==> src/rtl/id_ex_pipeline_reg.sv <==
// ID/EX pipeline register: holds one decoded instruction slot for the EX stage,
// with hazard stall/flush, valid tracking and a saturating bubble counter.
module id_ex_pipeline_reg #(
  parameter int XLEN  = 64,
  parameter int CNT_W = 32
) (
  input  logic            clk,
  input  logic            reset,
  input  logic            stall,
  input  logic            flush,
  input  logic            id_valid,
  input  logic [XLEN-1:0] id_pc,
  input  logic [XLEN-1:0] id_rs1_data,
  input  logic [XLEN-1:0] id_rs2_data,
  input  logic [XLEN-1:0] id_imm,
  input  logic [4:0]      id_rs1,
  input  logic [4:0]      id_rs2,
  input  logic [4:0]      id_rd,
  input  logic [6:0]      id_funct7,
  input  logic [2:0]      id_funct3,
  input  logic [1:0]      id_alu_op,
  input  logic            id_alu_src,
  input  logic            id_mem_read,
  input  logic            id_mem_write,
  input  logic            id_reg_write,
  input  logic            id_mem_to_reg,
  input  logic            id_branch,
  output logic            ex_valid,
  output logic [XLEN-1:0] ex_pc,
  output logic [XLEN-1:0] ex_rs1_data,
  output logic [XLEN-1:0] ex_rs2_data,
  output logic [XLEN-1:0] ex_imm,
  output logic [4:0]      ex_rs1,
  output logic [4:0]      ex_rs2,
  output logic [4:0]      ex_rd,
  output logic [6:0]      ex_funct7,
  output logic [2:0]      ex_funct3,
  output logic [1:0]      ex_alu_op,
  output logic            ex_alu_src,
  output logic            ex_mem_read,
  output logic            ex_mem_write,
  output logic            ex_reg_write,
  output logic            ex_mem_to_reg,
  output logic            ex_branch,
  output logic [CNT_W-1:0] bubble_count
);

  typedef struct packed {
    logic            valid;
    logic [XLEN-1:0] pc;
    logic [XLEN-1:0] rs1_data;
    logic [XLEN-1:0] rs2_data;
    logic [XLEN-1:0] imm;
    logic [4:0]      rs1;
    logic [4:0]      rs2;
    logic [4:0]      rd;
    logic [6:0]      funct7;
    logic [2:0]      funct3;
    logic [1:0]      alu_op;
    logic            alu_src;
    logic            mem_read;
    logic            mem_write;
    logic            reg_write;
    logic            mem_to_reg;
    logic            branch;
  } slot_t;

  slot_t            slot_q, slot_d;
  logic [CNT_W-1:0] cnt_q, cnt_d;
  logic             load_bubble;

  // An invalid ID slot is squashed exactly like a flush so no control leaks into EX.
  assign load_bubble = flush || (!stall && !id_valid);

  always_comb begin
    slot_d = slot_q;
    cnt_d  = cnt_q;
    if (load_bubble) begin
      slot_d = '0;
      if (cnt_q != {CNT_W{1'b1}}) begin
        cnt_d = cnt_q + CNT_W'(1);
      end
    end else if (!stall) begin
      slot_d.valid      = 1'b1;
      slot_d.pc         = id_pc;
      slot_d.rs1_data   = id_rs1_data;
      slot_d.rs2_data   = id_rs2_data;
      slot_d.imm        = id_imm;
      slot_d.rs1        = id_rs1;
      slot_d.rs2        = id_rs2;
      slot_d.rd         = id_rd;
      slot_d.funct7     = id_funct7;
      slot_d.funct3     = id_funct3;
      slot_d.alu_op     = id_alu_op;
      slot_d.alu_src    = id_alu_src;
      slot_d.mem_read   = id_mem_read;
      slot_d.mem_write  = id_mem_write;
      slot_d.reg_write  = id_reg_write;
      slot_d.mem_to_reg = id_mem_to_reg;
      slot_d.branch     = id_branch;
    end
  end

  always_ff @(posedge clk) begin
    if (reset) begin
      slot_q <= '0;
      cnt_q  <= '0;
    end else begin
      slot_q <= slot_d;
      cnt_q  <= cnt_d;
    end
  end

  assign ex_valid      = slot_q.valid;
  assign ex_pc         = slot_q.pc;
  assign ex_rs1_data   = slot_q.rs1_data;
  assign ex_rs2_data   = slot_q.rs2_data;
  assign ex_imm        = slot_q.imm;
  assign ex_rs1        = slot_q.rs1;
  assign ex_rs2        = slot_q.rs2;
  assign ex_rd         = slot_q.rd;
  assign ex_funct7     = slot_q.funct7;
  assign ex_funct3     = slot_q.funct3;
  assign ex_alu_op     = slot_q.alu_op;
  assign ex_alu_src    = slot_q.alu_src;
  assign ex_mem_read   = slot_q.mem_read;
  assign ex_mem_write  = slot_q.mem_write;
  assign ex_reg_write  = slot_q.reg_write;
  assign ex_mem_to_reg = slot_q.mem_to_reg;
  assign ex_branch     = slot_q.branch;
  assign bubble_count  = cnt_q;

endmodule

==> config.mk <==
export PLATFORM = sky130hd
export DESIGN_NAME = id_ex_pipeline_reg
export DESIGN_NICKNAME = d
export VERILOG_FILES = /design/src/rtl/id_ex_pipeline_reg.sv
export SDC_FILE = /design/constraint.sdc
export NUM_CORES = 1
export LEC_CHECK = 0
export ABC_AREA = 1
export BUFFER_PORTS_ARGS = -buffer_cell sky130_fd_sc_hd__buf_2
export CAP_MARGIN = 20
export CORE_AREA = 2 2 240 242
export DETAILED_ROUTE_END_ITERATION = 8
export DIE_AREA = 0 0 242 244
export HOLD_SLACK_MARGIN = 0.15
export PLACE_DENSITY_LB_ADDON = 0.3
export SLEW_MARGIN = 20
export SYNTH_ARGS = -nofsm -noshare
export SYNTH_HDL_FRONTEND = slang
export SYNTH_SLANG_ARGS = --single-unit
==> constraint.sdc <==
create_clock -name clk -period 2.2 [get_ports clk]
set_input_delay 0.33 -clock clk [delete_from_list [all_inputs] [get_ports clk]]
set_output_delay 0.33 -clock clk [all_outputs]
set_load 0.005 [all_outputs]
==> metrics.md <==
| Metric | Value |
|---|---|
| Crit path time final | 1.85 ns |
| Worst Path Required | 2.62 ns |
| CORE AREA | 56200 um^2 |
| Antenna viol nets, final | 0 |
| Part of the power in registers | 42.6% |
| DRT Pass-1 Iters | 5 |
| CTS tree | yes |
| Syn Inst Count | 1595 |
| Fill cell count | 5806 |
| Largest net degree at the start of global routing | 165 |
| Reg clk slew, reported paths | 0.05 ns |
| Reg2Reg Setup Slack | 0.35 ns |
| Gr ovfl total | 0 |
| TritonCTS buffer count | 40 |
| Sequential fraction of the synthesis area | 53.8% |
| Yosys reg bits | 322 |
| Status | finished, final reports clean |
| Pwr/cell area | 704 nW/um^2 |
| Initial Util | 21.3% |
| Critical setup path kind | register to register |
| Sw frac | 23.7% |
| Htree depth | 2 |
| Crit Path Max Fanout | 20 |
| Max Slew Vio Count | 0 |
| Number of core rows | 87 |
| Final setup fails | 0 |
| Syn Area/Cell | 7.51 um^2 |
| Endpoint type of the worst setup path | register |
| P_sw | 3.37 mW |
| Worst min path class | input port to register |
| Io pins | 616 |
| Yosys top cell area share | 53.8% |
| Slew HR | 38.1% |
| Unrepaired setup endpoints after global routing | no |
| WHS Endpoint | ex_imm[36] |
| Post-Syn Area | 12000 um^2 |
| # clock sinks | 322 |
| Reg2reg path depth | 8 |
| Die Y-Extent | 244 um |
| PortBufs | 615 |
| Clock Path Buffers | 3 |
| Worst EP arrival | 2.28 ns |
| Unique cell type count in the Yosys netlist | 27 |
| Routed WL | 47100 um |
| Mapped Nets | 1890 |
| Reg2reg start | bubble_count[1] |
| Final setup margin | 0.345 ns |
| Worst-Margin Slew | 0.929 ns |
| Worst skew pair latency | 0.54 ns |
| Via count | 13800 |
| Ranking of synthesized cells by area | dfxtp_1, nand2_1, a21oi_1, nor2_1, clkbuf_1 |
| LEAKAGE | 9.22 nW |
| Nets | 2772 |
| GR Util All Layers | 15.1% |
| Die area | 59000 um^2 |
| Power Internal | 10.9 mW |
| Area grow syn2layout | 68.8% |
| Clk network pwr share | 46.8% |
| CP startpoint kind | register |
| Initial antenna violation count | 7 |
| Vias per std cell | 4.22 |
| Reg-to-Reg End | bubble_count[18] |
| Vias in the first global route | 13600 |
| Final hold vios | 0 |
| Routed len/inst | 14.4 um |
| Clock Skew | 0.00738 ns |
| Setup TNS | 0 ns |
| Post-layout util | 36.0% |
| Die Wd | 242 um |
| Post-synth top area cell | dfxtp_1 |
| Detailed placement HPWL | 32200 um |
| Yosys Warn Count | 0 |
| First-pass GRT wire length | 72800 um |
| F_max | 539 MHz |
| Period utilization | 84.3% |
| Hold Path Origin | stall |
| Place WS | 0.363 ns |
| Maxcap violations | 0 |
| Routability cong. | 0.887 |
| Hold path depth | 4 |
| # placed instances | 2901 |
| # DRC | 0 |
| Post-route insts no fill | 3268 |
| Share of post-route cells with drive strength above 1 | 30.3% |
| DRT iter0 DRCs | 626 |
| Root Driver | clkbuf_16 |
| Max IR drop VDD | 0.494 mV |
| Comb pwr share | 10.6% |
layout make-up:
| cell class | instances | area [um^2] | area share [%] |
|---|---|---|---|
| multi-input cells | 1137 | 4920 | 24.3 |
| flip-flops and latches | 322 | 6450 | 31.9 |
| clock inverters | 15 | 170 | 0.842 |
| diodes | 6 | 15.0 | 0.0743 |
| inverters | 32 | 128 | 0.631 |
| repair buffers | 944 | 6420 | 31.8 |
| clock buffers | 56 | 1170 | 5.80 |
| well taps | 756 | 946 | 4.68 |
worst max-delay path by stage:
stage	start	endpoint	cells past startpoint
after detailed placement	bubble_count[1]	bubble_count[18]	8
after global placement	bubble_count[0]	bubble_count[17]	8
final	bubble_count[1]	bubble_count[18]	8
after floorplan	bubble_count[0]	bubble_count[28]	9
after CTS	bubble_count[1]	bubble_count[18]	8
after global routing	bubble_count[0]	bubble_count[31]	8
power by group through the flow:
| stage | Combinational [mW] | Sequential (mW) | Clock [mW] |
|---|---|---|---|
| after detailed placement | 1.09 | 6.18 | 0 |
| after floorplan | 0.469 | 6.20 | 0 |
| final | 1.51 | 6.06 | 6.66 |
| after global placement | 1.08 | 6.18 | 0 |
| after global routing | 1.65 | 6.07 | 7.12 |
| after CTS | 1.51 | 6.06 | 6.91 |
metal layers:
metal	track usage (%)	routed length, um
met1	16.9	18700
met5	0	11
met4	6.35	1740
met3	4.17	3490
met2	26.8	23200
logic make-up after synthesis:
family / Yosys count / synth area share (%)
adders and majority gates: 1 / 0.104
AOI/OAI and AO/OA: 319 / 13.4
DFF: 322 / 53.8
xor gates and xnor gates: 2 / 0.146
and+or+nand+nor: 815 / 27.4
buffers and inverters: 136 / 5.19
cells in the mapped netlist, drive strengths merged:
library cell / n
nor3b: 1
o21ai: 2
nand3b: 1
xnor2: 1
and2: 2
nor2: 88
ha: 1
nand3: 33
xor2: 1
nor3: 4
o21bai: 1
inv: 32
nand4: 4
clkbuf: 56
dfxtp: 322
buf: 48
a21oi: 316
nand2: 682
cell usage in the layout, fill, tap and decap left out, drive strengths merged:
cell / count
nand2: 682
buf: 654
dfxtp: 322
a21oi: 316
dlygate4sd3: 290
nor2: 88
clkbuf: 56
inv: 33
nand3: 33
clkinv: 10
diode: 6
nor3: 4
nand4: 4
bufinv: 3
and2: 2
o21ai: 2
o21bai: 1
nand3b: 1
nor3b: 1
xor2: 1
xnor2: 1
ha: 1
clkinvlp: 1
per-stage QoR:
step	area (um^2)	power, mW	hold slack [ns]
floorplan	12000	6.66	0.399
global route	20200	14.8	0.209
global placement	16000	7.26	0.443
CTS	20200	14.5	0.197
detailed placement	16000	7.27	0.446
finish	20200	14.2	0.219
worst max-delay path: stages, from the launching register on:
cell     delay [ns]
dfxtp_1        0.38
ha_1           0.20
nand2_1        0.11
nor2_4         0.16
nand2_2        0.08
nor2_4         0.13
nand3_2        0.33
a21oi_1        0.28
nor2_1         0.07
timing repair:
item | 4_1_cts | 5_1_grt
endpoints found under the hold margin | 291 | 0
resized for setup | 0 | 0
buffers inserted | 0 | 0
hold buffers | 290 | 0
(Power assumes the default switching activity.)
